===== config.mk =====
export PLATFORM = sky130hd
export DESIGN_NAME = qpu_ifu_ifetch
export DESIGN_NICKNAME = d
export VERILOG_FILES = /design/src/rtl/qpu_ifu_ifetch.sv
export SDC_FILE = /design/constraint.sdc
export NUM_CORES = 1
export LEC_CHECK = 0
export ABC_AREA = 0
export CAP_MARGIN = 30
export CELL_PAD_IN_SITES_DETAIL_PLACEMENT = 0
export CELL_PAD_IN_SITES_GLOBAL_PLACEMENT = 1
export CORE_ASPECT_RATIO = 1.5
export CORE_MARGIN = 2
export CORE_UTILIZATION = 32
export CTS_BUF_LIST = sky130_fd_sc_hd__clkbuf_4
export DETAILED_ROUTE_END_ITERATION = 8
export PLACE_DENSITY_LB_ADDON = 0.08
export SLEW_MARGIN = 30
export SYNTH_ARGS = -nofsm -noshare
export SYNTH_HDL_FRONTEND = slang
export SYNTH_SLANG_ARGS = --single-unit

===== constraint.sdc =====
create_clock -name clk -period 3.18 [get_ports clk]
set_input_delay 0.636 -clock clk [delete_from_list [all_inputs] [get_ports clk]]
set_output_delay 0.636 -clock clk [all_outputs]
set_load 0.01 [all_outputs]

===== src/rtl/qpu_ifu_ifetch.sv =====
// QPU IFU instruction-fetch front end.
// Fetches one instruction at a time into a single-entry IR, predicts the next
// fetch PC statically from the mini-decoder fields, stalls IR issue on a
// register-read hazard and honours pipeline flushes from the EXU.
module qpu_ifu_ifetch #(
  parameter int PC_SIZE    = 32,
  parameter int INSTR_SIZE = 32,
  parameter int XLEN       = 32,
  parameter int RFIDX_W    = 5,
  parameter logic [PC_SIZE-1:0] RESET_PC = '0
) (
  input  logic                  clk,
  input  logic                  rst,
  output logic                  ifu_req_valid,
  input  logic                  ifu_req_ready,
  output logic [PC_SIZE-1:0]    ifu_req_pc,
  input  logic                  ifu_rsp_valid,
  output logic                  ifu_rsp_ready,
  input  logic [INSTR_SIZE-1:0] ifu_rsp_instr,
  output logic [INSTR_SIZE-1:0] mini_instr,
  input  logic                  dec_rs1en,
  input  logic                  dec_rs2en,
  input  logic [RFIDX_W-1:0]    dec_rs1idx,
  input  logic [RFIDX_W-1:0]    dec_rs2idx,
  input  logic                  dec_bxx,
  input  logic [XLEN-1:0]       dec_bjp_imm,
  input  logic                  busy_valid,
  input  logic [RFIDX_W-1:0]    busy_rdidx,
  output logic                  ir_valid,
  input  logic                  ir_ready,
  output logic [INSTR_SIZE-1:0] ir_instr,
  output logic [PC_SIZE-1:0]    ir_pc,
  output logic                  ir_prdt_taken,
  input  logic                  flush_req,
  input  logic [PC_SIZE-1:0]    flush_pc,
  output logic                  flush_ack
);

  typedef enum logic [1:0] {IDLE, REQ, WAIT_RSP} state_e;

  state_e                  state_q, state_d;
  logic [PC_SIZE-1:0]      fetchPc_q, fetchPc_d;
  logic                    irFull_q, irFull_d;
  logic [INSTR_SIZE-1:0]   irInstr_q, irInstr_d;
  logic [PC_SIZE-1:0]      irPc_q, irPc_d;
  logic                    irPrdt_q, irPrdt_d;
  logic                    drop_q, drop_d;
  // Set for the one cycle after an IR load, while the decoder looks at the new IR
  // and the predicted PC is being registered; no request goes out in that cycle.
  logic                    updPc_q, updPc_d;

  logic                    prdtTaken;
  logic [PC_SIZE-1:0]      predPc;
  logic                    hazard;
  logic                    irFire;
  logic                    reqFire;
  logic                    rspFire;

  // Static prediction, register-read interlock and handshake qualifiers.
  always_comb begin
    prdtTaken = dec_bxx & dec_bjp_imm[XLEN-1];
    predPc    = prdtTaken ? (irPc_q + dec_bjp_imm[PC_SIZE-1:0])
                          : (irPc_q + PC_SIZE'(4));
    hazard    = (dec_rs1en & busy_valid & (busy_rdidx == dec_rs1idx) & (dec_rs1idx != '0))
              | (dec_rs2en & busy_valid & (busy_rdidx == dec_rs2idx) & (dec_rs2idx != '0));
    ir_valid      = irFull_q & ~hazard;
    irFire        = ir_valid & ir_ready;
    ifu_req_valid = (state_q == REQ) & ~updPc_q;
    ifu_req_pc    = fetchPc_q;
    reqFire       = ifu_req_valid & ifu_req_ready;
    ifu_rsp_ready = (state_q == WAIT_RSP) & (drop_q | ~irFull_q | irFire);
    rspFire       = ifu_rsp_ready & ifu_rsp_valid;
    flush_ack     = flush_req & ~rst;
    mini_instr    = irInstr_q;
    ir_instr      = irInstr_q;
    ir_pc         = irPc_q;
    ir_prdt_taken = updPc_q ? prdtTaken : irPrdt_q;
  end

  // Next-state logic: fetch sequencing first, then flush overrides everything.
  always_comb begin
    state_d   = state_q;
    fetchPc_d = fetchPc_q;
    irFull_d  = irFull_q;
    irInstr_d = irInstr_q;
    irPc_d    = irPc_q;
    irPrdt_d  = irPrdt_q;
    drop_d    = drop_q;
    updPc_d   = updPc_q;

    if (irFire) begin
      irFull_d = 1'b0;
    end

    case (state_q)
      IDLE: begin
        state_d   = REQ;
        fetchPc_d = RESET_PC;
      end
      REQ: begin
        if (updPc_q) begin
          fetchPc_d = predPc;
          irPrdt_d  = prdtTaken;
          updPc_d   = 1'b0;
        end else if (reqFire) begin
          state_d = WAIT_RSP;
        end
      end
      WAIT_RSP: begin
        if (rspFire) begin
          state_d = REQ;
          if (drop_q) begin
            drop_d = 1'b0;
          end else begin
            irFull_d  = 1'b1;
            irInstr_d = ifu_rsp_instr;
            irPc_d    = fetchPc_q;
            updPc_d   = 1'b1;
          end
        end
      end
      default: state_d = IDLE;
    endcase

    if (flush_req) begin
      fetchPc_d = flush_pc;
      irFull_d  = 1'b0;
      irInstr_d = irInstr_q;
      irPc_d    = irPc_q;
      irPrdt_d  = irPrdt_q;
      updPc_d   = 1'b0;
      if (reqFire || ((state_q == WAIT_RSP) && !rspFire)) begin
        drop_d  = 1'b1;
        state_d = WAIT_RSP;
      end else begin
        drop_d  = 1'b0;
        state_d = REQ;
      end
    end
  end

  // State and IR registers with synchronous reset.
  always_ff @(posedge clk) begin
    if (rst) begin
      state_q   <= IDLE;
      fetchPc_q <= RESET_PC;
      irFull_q  <= 1'b0;
      irInstr_q <= '0;
      irPc_q    <= '0;
      irPrdt_q  <= 1'b0;
      drop_q    <= 1'b0;
      updPc_q   <= 1'b0;
    end else begin
      state_q   <= state_d;
      fetchPc_q <= fetchPc_d;
      irFull_q  <= irFull_d;
      irInstr_q <= irInstr_d;
      irPc_q    <= irPc_d;
      irPrdt_q  <= irPrdt_d;
      drop_q    <= drop_d;
      updPc_q   <= updPc_d;
    end
  end

endmodule

==> results.cfg, run 1 <==
[outcome]
result_of_the_run = finished clean

[synthesis]
synth_async_sr_flop_share_pct = 0
synth_xor_xnor_area_share_pct = 8.17
synth_compound_gate_area_share_pct = 22.4
count_of_flip_flops_with_a_built_in_enable_after_synthesis = 0
synth-seq-area-share_pct = 32.3
synth_ff_type = sky130_fd_sc_hd__dfxtp_1
synth_instances = 827
post_synth_num_cell_types = 60
synth_top_family_by_area = simple AND/OR/NAND/NOR gates
synth_adder_area_share_pct = 6.64
mappedNetlistArea_um2 = 6330
ys_ff_latch = 102
syn_nets = 981
mean_cell_area_of_the_mapped_netlist_um2 = 7.65
yosys-mux-area-fraction_pct = 0.692
synthesis.yosys.warnings = 0
synth_simple_gate_area_share_pct = 22.9

[global_route]
grt_antenna_before_repair = 1
maximum_number_of_pins_on_one_net_before_global_route_repair = 73
via_count_of_the_first_global_routing_pass = 6620
grt_remaining_overflow = 0
grt_pass1_wl_um = 35300
grtUsageTotal_pct = 21.1

[sta]
max_freq_ghz = 0.327
finalMaxSlewViolations = 0
rsz0062_at_grt = false
slew-limit-headroom_pct = 41.9
fin_hold_ws_ns = 0.441
timing.final.crit_period_ns = 3.06
final-hold-violation-count = 0
min_period_over_period_pct = 96.2
clock_skew_ns = 0.0247
final_setup_violation_count = 0
timing_worst_slew_pin_value_ns = 0.870

[finish]
p_r_area_growth_vs_syn_pct = 49.7
nNetsFinal = 1237
final_layout_size_suffix_gt1_share_pct = 9.01
multi_input_area_um2 = 3860
top_library_cells_by_usage_in_the_layout_fill_and_taps_aside = 248 x sky130_fd_sc_hd__clkdlybuf4s50_1, 185 x sky130_fd_sc_hd__nand2_1, 106 x sky130_fd_sc_hd__a21oi_1
layout.cells.most_common = sky130_fd_sc_hd__clkdlybuf4s50_1
finalInstanceArea_um2 = 9470
register_area_um2 = 2040
fillers = 2049

[power]
pwr-share-clk_pct = 27.1
power_switching_share_pct = 29.5
overall_power_of_the_completed_layout_uw = 2510
combPwrFrac_pct = 19.9
vdd.ir_drop.worst_mv = 0.178
p_leak_uw = 0.00350
power_dens_cells_nw_per_um2 = 265
power.net_switching_uw = 739
p_seq_share_pct = 53.1
p_int_uw = 1770

[cts]
cts_root_buf = sky130_fd_sc_hd__clkbuf_4
clock_tree_from_tritoncts = built
clock_insertion_delay_worst_skew_ns = 0.49
max-clock-path-buffers = 2
clk_transition_reported_paths_ns = 0.17
htreeDepth = 3
numCtsBuffers = 9
tritoncts_num_sinks = 102

[flow_run]
cap_viol_max_count = 0

[setup_path]
critical_path_peak_fanout = 3
worst-setup-path-type = in2out
cp-end-kind = output port
cp_data_arrival_time_ns = 2.42
timing.critical_path.required_ns = 2.54
critical_path_launch_point_type = input port

[floorplan]
fp-row-count = 63
io_pins = 254
initial_core_util_pct = 32.4
floorplan.die.width_um = 119
fp.dieArea_um2 = 20900
coreArea_um2 = 19500
die_y_um = 176

[route]
vias_per_cell = 5.02
detail-route-antenna-nets = 0
routed_wire_length_per_instance_um = 16.7
drt_first_pass_iters = 7
first_iter_violations = 423
routed-via-count = 6776
drc = 0
finalWirelength_um = 22500

[placed_design]
io_buf_count = 253
postPlaceCellArea_um2 = 9340
globalplace.congestion = 0.818
detailed_place_hpwl_um = 17200

[min_path]
holdCritPathClass = in2reg
## worst max-delay path, cell delays in order
cell                              delay [ns]
sky130_fd_sc_hd__clkdlybuf4s50_1        0.52
sky130_fd_sc_hd__nor4_1                 0.08
sky130_fd_sc_hd__o21ai_1                0.12
sky130_fd_sc_hd__nand4_1                0.09
sky130_fd_sc_hd__o311a_1                0.32
sky130_fd_sc_hd__a21boi_2               0.17
sky130_fd_sc_hd__nand2b_1               0.08
sky130_fd_sc_hd__nor2b_1                0.12
sky130_fd_sc_hd__dlygate4sd2_1          0.29
## cell type report
class	instances	area share, %
multi-input combinational	644	40.8
timing repair buffer	318	32.6
sequential	102	21.6
tap	260	3.43
clock buffer	9	0.713
clock inverter	7	0.608
inverter	8	0.317
antenna	1	0.0264
## Yosys cell counts (all sizes together) (12+ instances only)
library cell	instances	area, um^2
nor2	49	186
xor2	22	193
a222oi	26	260
clkbuf	32	120
nand3	19	95.1
buf	41	288
and3	12	75.1
a21oi	106	531
ha	32	400
dfxtp	102	2040
nand2	186	701
nand2b	15	93.8
o21ai	31	159
xnor2	37	324
## registers in the layout, summed over array words and instances, names as in the netlist
name and cells:
ir_pc 32, drop_q 1, state_q 2, ifu_req_pc 32, irFull_q 1, updPc_q 1, irPrdt_q 1, ir_instr 32
## final timing paths
path | startpoint | to | slack [ns] | depth (start not counted)
max | busy_rdidx[0] | ifu_rsp_ready | 0.12 | 9
min | rst | drop_q | 0.44 | 3
max reg2reg | ir_pc[0] | ifu_req_pc[30] | 0.41 | 12
min reg2reg | ir_instr[19] | ir_instr[19] | 0.48 | 2
## stage by stage
stage | setup TNS [ns] | util (%) | setup slack [ns] | cells
2_1_floorplan | 0 | - | 0.388 | 827
3_3_place_gp | -1.38 | 47.8 | -0.277 | 1332
3_5_place_dp | -1.54 | 47.8 | -0.288 | 1332
4_1_cts | 0 | 48.4 | 0.0625 | 1348
5_1_grt | 0 | 48.5 | 0.00519 | 1349
6_report | 0 | 48.5 | 0.121 | 1349
## kinds of logic after synthesis
| kind of cell | after synthesis |
|---|---|
| AND/OR/NAND/NOR | 325 |
| flip-flops | 102 |
| adder cells (fa/ha/maj) | 33 |
| XOR/XNOR | 59 |
| buffers and inverters | 81 |
| AO/OA/AOI/OAI | 223 |
| multiplexers | 4 |
## routing by layer
metal / track usage, % / wire length [um] / part of all wire [%] / vias up
met5: 0 / 0 / 0 / -
met4: 6.10 / 383 / 1.7 / 0
met3: 3.71 / 1200 / 5.3 / 22
met2: 38.6 / 11600 / 52 / 208
met1: 25.0 / 9260 / 41 / 3140
li1: - / - / - / 3406
## power by group through the flow
stage	sequential (uW)	combinational [uW]	clock [uW]
final	1330	498	679
after global routing	1340	539	766
after CTS	1330	503	718
after detailed placement	1360	500	0
after global placement	1360	501	0
after floorplan	1360	187	0
## timing repair
| action | in CTS | in global routing |
|---|---|---|
| resized for setup | 2 | 3 |
| cloned | 0 | 0 |
| setup endpoints to repair | 1 | 1 |
| pin swaps | 0 | 1 |
| buffers inserted | 0 | 0 |
| hold buffers | 0 | 0 |
Power figures use the tool's default switching activity.
==> run 2, diff against run 1 <==
- TNS_END_PERCENT: unset -> 10
==> results of run 2 <==
Same layout as run 1: the final DEF is identical, and so are final timing and power.
